===== src/rtl/jk_pkg.sv =====
// Shared types for the JK command driver: op encoding, FSM states, op-to-drive decode.
package jk_pkg;

  typedef enum logic [1:0] {
    JK_HOLD   = 2'b00,
    JK_RESET  = 2'b01,
    JK_SET    = 2'b10,
    JK_TOGGLE = 2'b11
  } jk_op_e;

  typedef enum logic {
    ST_IDLE  = 1'b0,
    ST_DRIVE = 1'b1
  } jk_state_e;

  // Returns {j, k} for an op.
  function automatic logic [1:0] jk_decode(input jk_op_e op);
    logic [1:0] jk;
    case (op)
      JK_HOLD:   jk = 2'b00;
      JK_RESET:  jk = 2'b01;
      JK_SET:    jk = 2'b10;
      JK_TOGGLE: jk = 2'b11;
      default:   jk = 2'b00;
    endcase
    return jk;
  endfunction

endpackage


===== src/rtl/jk_cmd_fifo.sv =====
// Command FIFO for the JK driver; show-ahead read, extra pointer bit separates full from empty.
module jk_cmd_fifo #(
  parameter int DEPTH = 4,
  parameter int W     = 6
) (
  input  logic         clk,
  input  logic         rst_n,
  input  logic         wr_en,
  input  logic [W-1:0] wr_data,
  input  logic         rd_en,
  output logic [W-1:0] rd_data,
  output logic         full,
  output logic         empty
);

  localparam int AW = $clog2(DEPTH);
  localparam logic [AW:0] PTR_ONE = {{AW{1'b0}}, 1'b1};

  logic [W-1:0] r_mem [DEPTH];
  logic [AW:0]  r_wr_ptr;
  logic [AW:0]  r_rd_ptr;
  logic         w_wr;
  logic         w_rd;

  assign empty = (r_wr_ptr == r_rd_ptr);
  assign full  = (r_wr_ptr[AW] != r_rd_ptr[AW]) &&
                 (r_wr_ptr[AW-1:0] == r_rd_ptr[AW-1:0]);
  assign w_wr  = wr_en && !full;
  assign w_rd  = rd_en && !empty;

  always_ff @(posedge clk or negedge rst_n) begin
    if (!rst_n) begin
      r_wr_ptr <= '0;
      r_rd_ptr <= '0;
    end else begin
      if (w_wr) r_wr_ptr <= r_wr_ptr + PTR_ONE;
      if (w_rd) r_rd_ptr <= r_rd_ptr + PTR_ONE;
    end
  end

  // Storage needs no reset: entries are only read once written.
  always_ff @(posedge clk) begin
    if (w_wr) r_mem[r_wr_ptr[AW-1:0]] <= wr_data;
  end

  assign rd_data = r_mem[r_rd_ptr[AW-1:0]];

endmodule


===== src/rtl/jk_cmd_driver.sv =====
// JK flop command sequencer: queues {op,count} commands and drives j/k for count cycles.
// Optional feedback checker compiled in with JK_CMD_CHECK_EN.
module jk_cmd_driver
  import jk_pkg::*;
#(
  parameter int DEPTH = 4,
  parameter int CNT_W = 4
) (
  input  logic             clk,
  input  logic             rst_n,
  input  logic             cmd_valid,
  output logic             cmd_ready,
  input  logic [1:0]       cmd_op,
  input  logic [CNT_W-1:0] cmd_count,
  output logic             j,
  output logic             k,
  output logic             busy,
  output logic             exp_q,
  input  logic             q_fb,
  input  logic             nq_fb,
  output logic             err
);

  localparam logic [CNT_W-1:0] CNT_ONE = CNT_W'(1);

  jk_state_e        r_state, w_state_nxt;
  logic             r_j, r_k, w_j_nxt, w_k_nxt;
  logic [CNT_W-1:0] r_remain, w_remain_nxt;
  logic             r_exp_q;
  logic             w_pop, w_full, w_empty;
  logic [CNT_W+1:0] w_head;
  logic [1:0]       w_head_jk;
  logic [CNT_W-1:0] w_head_cnt;

  jk_cmd_fifo #(.DEPTH(DEPTH), .W(CNT_W + 2)) u_fifo (
    .clk     (clk),
    .rst_n   (rst_n),
    .wr_en   (cmd_valid),
    .wr_data ({cmd_op, cmd_count}),
    .rd_en   (w_pop),
    .rd_data (w_head),
    .full    (w_full),
    .empty   (w_empty)
  );

  assign w_head_jk  = jk_decode(jk_op_e'(w_head[CNT_W+1:CNT_W]));
  assign w_head_cnt = (w_head[CNT_W-1:0] == '0) ? CNT_ONE : w_head[CNT_W-1:0];

  always_ff @(posedge clk or negedge rst_n) begin
    if (!rst_n) begin
      r_state  <= ST_IDLE;
      r_j      <= 1'b0;
      r_k      <= 1'b0;
      r_remain <= '0;
      r_exp_q  <= 1'b0;
    end else begin
      r_state  <= w_state_nxt;
      r_j      <= w_j_nxt;
      r_k      <= w_k_nxt;
      r_remain <= w_remain_nxt;
      // JK characteristic equation applied to the cycle just driven.
      if (r_state == ST_DRIVE) r_exp_q <= (r_j & ~r_exp_q) | (~r_k & r_exp_q);
    end
  end

  always_comb begin
    w_state_nxt  = r_state;
    w_j_nxt      = r_j;
    w_k_nxt      = r_k;
    w_remain_nxt = r_remain;
    w_pop        = 1'b0;
    case (r_state)
      ST_IDLE: begin
        w_j_nxt = 1'b0;
        w_k_nxt = 1'b0;
        if (!w_empty) begin
          w_pop                = 1'b1;
          {w_j_nxt, w_k_nxt}   = w_head_jk;
          w_remain_nxt         = w_head_cnt;
          w_state_nxt          = ST_DRIVE;
        end
      end
      ST_DRIVE: begin
        if (r_remain == CNT_ONE) begin
          if (!w_empty) begin
            w_pop              = 1'b1;
            {w_j_nxt, w_k_nxt} = w_head_jk;
            w_remain_nxt       = w_head_cnt;
          end else begin
            w_j_nxt      = 1'b0;
            w_k_nxt      = 1'b0;
            w_remain_nxt = '0;
            w_state_nxt  = ST_IDLE;
          end
        end else begin
          w_remain_nxt = r_remain - CNT_ONE;
        end
      end
      default: w_state_nxt = ST_IDLE;
    endcase
  end

  assign cmd_ready = !w_full;
  assign busy      = (r_state == ST_DRIVE) || !w_empty;
  assign j         = r_j;
  assign k         = r_k;
  assign exp_q     = r_exp_q;

`ifdef JK_CMD_CHECK_EN
  logic r_chk_pend;
  logic r_err;

  // Feedback reflects a drive cycle one cycle after that cycle ends.
  always_ff @(posedge clk or negedge rst_n) begin
    if (!rst_n) begin
      r_chk_pend <= 1'b0;
      r_err      <= 1'b0;
    end else begin
      r_chk_pend <= (r_state == ST_DRIVE);
      if (r_chk_pend && ((q_fb != r_exp_q) || (nq_fb == q_fb))) r_err <= 1'b1;
    end
  end

  assign err = r_err;
`else
  logic w_unused_fb;
  assign w_unused_fb = q_fb ^ nq_fb;
  assign err         = 1'b0;
`endif

endmodule


===== config.mk =====
export PLATFORM = sky130hd
export DESIGN_NAME = jk_cmd_driver
export DESIGN_NICKNAME = d
export VERILOG_FILES = /design/src/rtl/jk_pkg.sv /design/src/rtl/jk_cmd_fifo.sv /design/src/rtl/jk_cmd_driver.sv
export SDC_FILE = /design/constraint.sdc
export NUM_CORES = 1
export LEC_CHECK = 0
export ABC_AREA = 1
export BUFFER_PORTS_ARGS = -buffer_cell sky130_fd_sc_hd__buf_2
export CAP_MARGIN = 20
export CORE_MARGIN = 2
export CORE_UTILIZATION = 50
export CTS_CLUSTER_SIZE = 14
export DETAILED_ROUTE_END_ITERATION = 10
export PLACE_DENSITY = 0.68
export SYNTH_ARGS = -nofsm -noshare
export SYNTH_HDL_FRONTEND = slang
export SYNTH_HIERARCHICAL = 1
export SYNTH_SLANG_ARGS = --single-unit

===== constraint.sdc =====
create_clock -name clk -period 3.9 [get_ports clk]
set_input_delay 0.39 -clock clk [delete_from_list [all_inputs] [get_ports clk]]
set_output_delay 0.39 -clock clk [all_outputs]
set_load 0.02 [all_outputs]

==> impl_metrics.prom <==
# TYPE chip_impl_metric gauge
chip_impl_info{name="result_of_the_run",value="completed"} 1
chip_impl_info{name="worst_path_slowest_cell",value="dfrtp_1"} 1
chip_impl_metric{name="die_width",unit="µm"} 64.6
chip_impl_metric{name="wl_per_cell",unit="µm"} 12.3
chip_impl_metric{name="n_antenna_cell",unit=""} 0
chip_impl_info{name="yosys-top-cells-area",value="edfxtp_1, dfrtp_1, nand2_1"} 1
chip_impl_metric{name="report.final.setup_viol",unit=""} 0
chip_impl_metric{name="netlist_area",unit="µm²"} 1840
chip_impl_metric{name="synth_seq_area_share",unit="%"} 58.3
chip_impl_metric{name="detailroute.via_count",unit=""} 1231
chip_impl_metric{name="cts.sink_count",unit=""} 38
chip_impl_metric{name="sum_of_overflow_across_all_layers_after_global_routing",unit=""} 0
chip_impl_metric{name="number_of_iterations_in_the_first_detailed_routing_pass",unit=""} 5
chip_impl_metric{name="port-buffer-count",unit=""} 13
chip_impl_info{name="cell_mode_on_critical_path",value="inv_2"} 1
chip_impl_metric{name="postCtsSetupRepairBufs",unit=""} 0
chip_impl_info{name="worstPathCellList",value="inv_2, nand2_1, nand2_1, nand3_2, inv_1, inv_2, nor2_2, inv_2, buf_2"} 1
chip_impl_metric{name="actual_slew_at_the_worst_max_slew_pin",unit="ns"} 0.585
chip_impl_metric{name="last_weighted_congestion_value_of_the_routability_driven_placer",unit=""} 0.806
chip_impl_metric{name="grt_start_max_net_pins",unit=""} 17
chip_impl_metric{name="timing.final.hold_violations",unit=""} 0
chip_impl_metric{name="max_rail_drop_vdd",unit="µV"} 409
chip_impl_metric{name="cts_buffer_depth",unit=""} 2
chip_impl_metric{name="finalWorstPathRequiredPeriod",unit="ns"} 2.51
chip_impl_metric{name="deepest_level_of_the_cts_h_tree",unit=""} 2
chip_impl_metric{name="totalNegativeSetupSlack",unit="ns"} 0
chip_impl_metric{name="post-synth-top-area-fraction",unit="%"} 39.2
chip_impl_metric{name="crit_arrival",unit="ns"} 2.12
chip_impl_metric{name="synthesis.nets",unit=""} 198
chip_impl_info{name="critical_path_start_end_classification",value="reg -> out"} 1
chip_impl_info{name="timing.rr.start",value="u_fifo/r_rd_ptr[0]"} 1
chip_impl_metric{name="max_clock_freq",unit="GHz"} 0.399
chip_impl_metric{name="mean_cell_area_of_the_mapped_netlist",unit="µm²"} 10.2
chip_impl_metric{name="finalNonFillerCells",unit=""} 246
chip_impl_metric{name="cts_hold_repair.buffers",unit=""} 1
chip_impl_metric{name="dieArea",unit="µm²"} 4170
chip_impl_metric{name="worst_setup_skew_after_layout",unit="ns"} 0.00333
chip_impl_metric{name="dp_cells",unit=""} 237
chip_impl_metric{name="fin_worst_hold_slack",unit="ns"} 0.322
chip_impl_metric{name="setup_ws",unit="ns"} 1.39
chip_impl_metric{name="power_per_cell_area",unit="nW/µm²"} 755
chip_impl_metric{name="fp.dieH",unit="µm"} 64.6
chip_impl_metric{name="via_per_inst",unit=""} 5.00
chip_impl_metric{name="floorplan.initialDensity",unit="%"} 50.9
chip_impl_info{name="post-synth-top-count-cell",value="nand2_1"} 1
chip_impl_metric{name="synth-edff-count",unit=""} 24
chip_impl_metric{name="power.static_leakage",unit="µW"} 0.000907
chip_impl_metric{name="timing.critical_path.buf_inv",unit=""} 5
chip_impl_info{name="timing.critical_path.max_delay_family",value="buffers and inverters"} 1
chip_impl_metric{name="tritoncts.num_buffers",unit=""} 5
chip_impl_metric{name="maxSlewHeadroom",unit="%"} 60.8
chip_impl_metric{name="layout-area-overhead-vs-synth",unit="%"} 10.4
chip_impl_metric{name="grt_first_pass_wirelength",unit="mm"} 5.34
chip_impl_metric{name="cts.repair.resized",unit=""} 0
chip_impl_metric{name="final_net_count",unit=""} 215
chip_impl_metric{name="insertion_delay",unit="ns"} 0.28
chip_impl_info{name="min_path_type",value="in -> reg"} 1
chip_impl_info{name="clock-root-buffer",value="clkbuf_8"} 1
chip_impl_metric{name="dr_drc_count",unit=""} 0
chip_impl_metric{name="worstPathRequired",unit="ns"} 3.51
chip_impl_metric{name="detail_route.wirelength",unit="mm"} 3.03
chip_impl_metric{name="layout_worst_path_cycle_share",unit="%"} 64.3
chip_impl_info{name="crit_path_start",value="u_fifo/r_rd_ptr[0]"} 1
chip_impl_metric{name="clk_pin_slew_worst_paths",unit="ns"} 0.07
chip_impl_metric{name="cp_slowest_stage_delay",unit="ns"} 0.57
chip_impl_metric{name="drive_gt1_share",unit="%"} 17.7
chip_impl_metric{name="post_synth_inst_count",unit=""} 180
chip_impl_metric{name="yosysWarnings",unit=""} 6
chip_impl_info{name="crit_path_end_kind",value="primary output"} 1
chip_impl_metric{name="detail-route-antenna-nets",unit=""} 0
chip_impl_metric{name="preCtsSetupSlack",unit="ns"} 1.69
chip_impl_metric{name="fp.coreArea",unit="µm²"} 3610
chip_impl_metric{name="initialDrtViolationCount",unit=""} 81
chip_impl_metric{name="synthArstFlopShare",unit="%"} 36.8
chip_impl_info{name="post-synth-top-area-cell",value="edfxtp_1"} 1
chip_impl_info{name="cp-start-kind",value="flip-flop"} 1
chip_impl_metric{name="antenna_found_initial",unit=""} 0
chip_impl_metric{name="cp_max_fo",unit=""} 16
chip_impl_metric{name="fin_total_pwr",unit="µW"} 1530
chip_impl_info{name="hold_path_startpoint",value="cmd_count[3]"} 1
chip_impl_metric{name="post_synth_num_cell_types",unit=""} 27
chip_impl_metric{name="detailedPlacementHpwl",unit="mm"} 2.16
chip_impl_info{name="grt_setup_unrepaired",value="no"} 1
chip_impl_metric{name="max-cap-violations",unit=""} 0
chip_impl_metric{name="std_cell_rows",unit=""} 22
chip_impl_info{name="cts_tree",value="done"} 1
chip_impl_metric{name="grt_util_overall",unit="%"} 17.1
chip_impl_info{name="synth_common_cells",value="nand2_1, edfxtp_1, inv_1, nor2_1, nand3_1"} 1
chip_impl_metric{name="pin_count",unit=""} 17
chip_impl_metric{name="ys_seq_elements",unit=""} 38
chip_impl_metric{name="timing.final.max_slew_violations",unit=""} 0
chip_impl_info{name="dominantRegCellSynth",value="edfxtp_1"} 1
chip_impl_metric{name="first_global_vias",unit=""} 1159
==> sequential cells by signal, indices dropped and copies added, names as in the netlist <==
register / cells
r_remain: 4
u_fifo/r_rd_ptr: 3
exp_q: 1
u_fifo/r_mem: 24
u_fifo/r_wr_ptr: 3
r_state: 1
k: 1
j: 1
==> power breakdown <==
part           switching, µW  internal [µW]
registers                116            554
logic                    391            221
clock network            128            122
total                    635            897
==> per-layer routing <==
metal  global-route usage, %  vias to the layer above  wire length (µm)
met2                    28.8                       26              1520
met3                    4.51                        6               107
li1                        -                      625                 -
met4                    5.05                        0                40
met1                    22.0                      574              1360
met5                       0                        -                 0
==> cell usage in the layout, fill, tap and decap left out, types with 2 or more instances in the layout <==
| master | Yosys | final |
|---|---|---|
| nand2_2 | 3 | 3 |
| xor2_1 | 2 | 2 |
| o21ai_0 | 12 | 12 |
| clkbuf_8 | 0 | 5 |
| inv_1 | 19 | 19 |
| buf_2 | 2 | 13 |
| o22ai_1 | 6 | 6 |
| nand3_1 | 15 | 15 |
| nand2_1 | 40 | 40 |
| ha_1 | 7 | 7 |
| inv_2 | 3 | 3 |
| nor2_2 | 2 | 2 |
| edfxtp_1 | 24 | 24 |
| nor2_1 | 18 | 18 |
| dfrtp_1 | 14 | 14 |
==> cells by family (layout without fill, tap and decap cells) <==
family          after synthesis  after routing  synth area share (%)
buf+inv                      26             44                  6.06
compound gates               23             23                  7.83
other cells                   1              1                 0.204
simple gates                 82             82                  20.4
fa+ha+maj                     7              7                  4.77
flops                        38             38                  58.3
xor+xnor                      3              3                  2.45
==> final timing paths <==
path | endpoint | slack [ns] | depth (start not counted)
max in group asynchronous | u_fifo/r_wr_ptr[1] | 3.13 | 2
max reg2reg | u_fifo/r_mem[2][1] | 1.76 | 6
min | u_fifo/r_mem[2][3] | 0.32 | 1
max | busy | 1.39 | 9
min in group asynchronous | r_remain[3] | 0.53 | 2
min reg2reg | exp_q | 0.49 | 1
==> per-stage QoR <==
step / util [%] / cell area (µm²)
2_1_floorplan: - / 1840
4_1_cts: 56.2 / 2030
5_1_grt: 56.2 / 2030
6_report: 56.2 / 2030
3_3_place_gp: 53.6 / 1930
3_5_place_dp: 53.6 / 1930
==> cell type report <==
| cell class | instances | area, µm² |
|---|---|---|
| fillers | 322 | 1580 |
| inverters | 22 | 82.6 |
| multi-input cells | 116 | 654 |
| repair buffers | 14 | 75.1 |
| well taps | 48 | 60.1 |
| clock buffers | 5 | 68.8 |
| clock inverters | 3 | 16.3 |
| flip-flops and latches | 38 | 1070 |
Note: power is estimated with default switching activity, not from simulation.
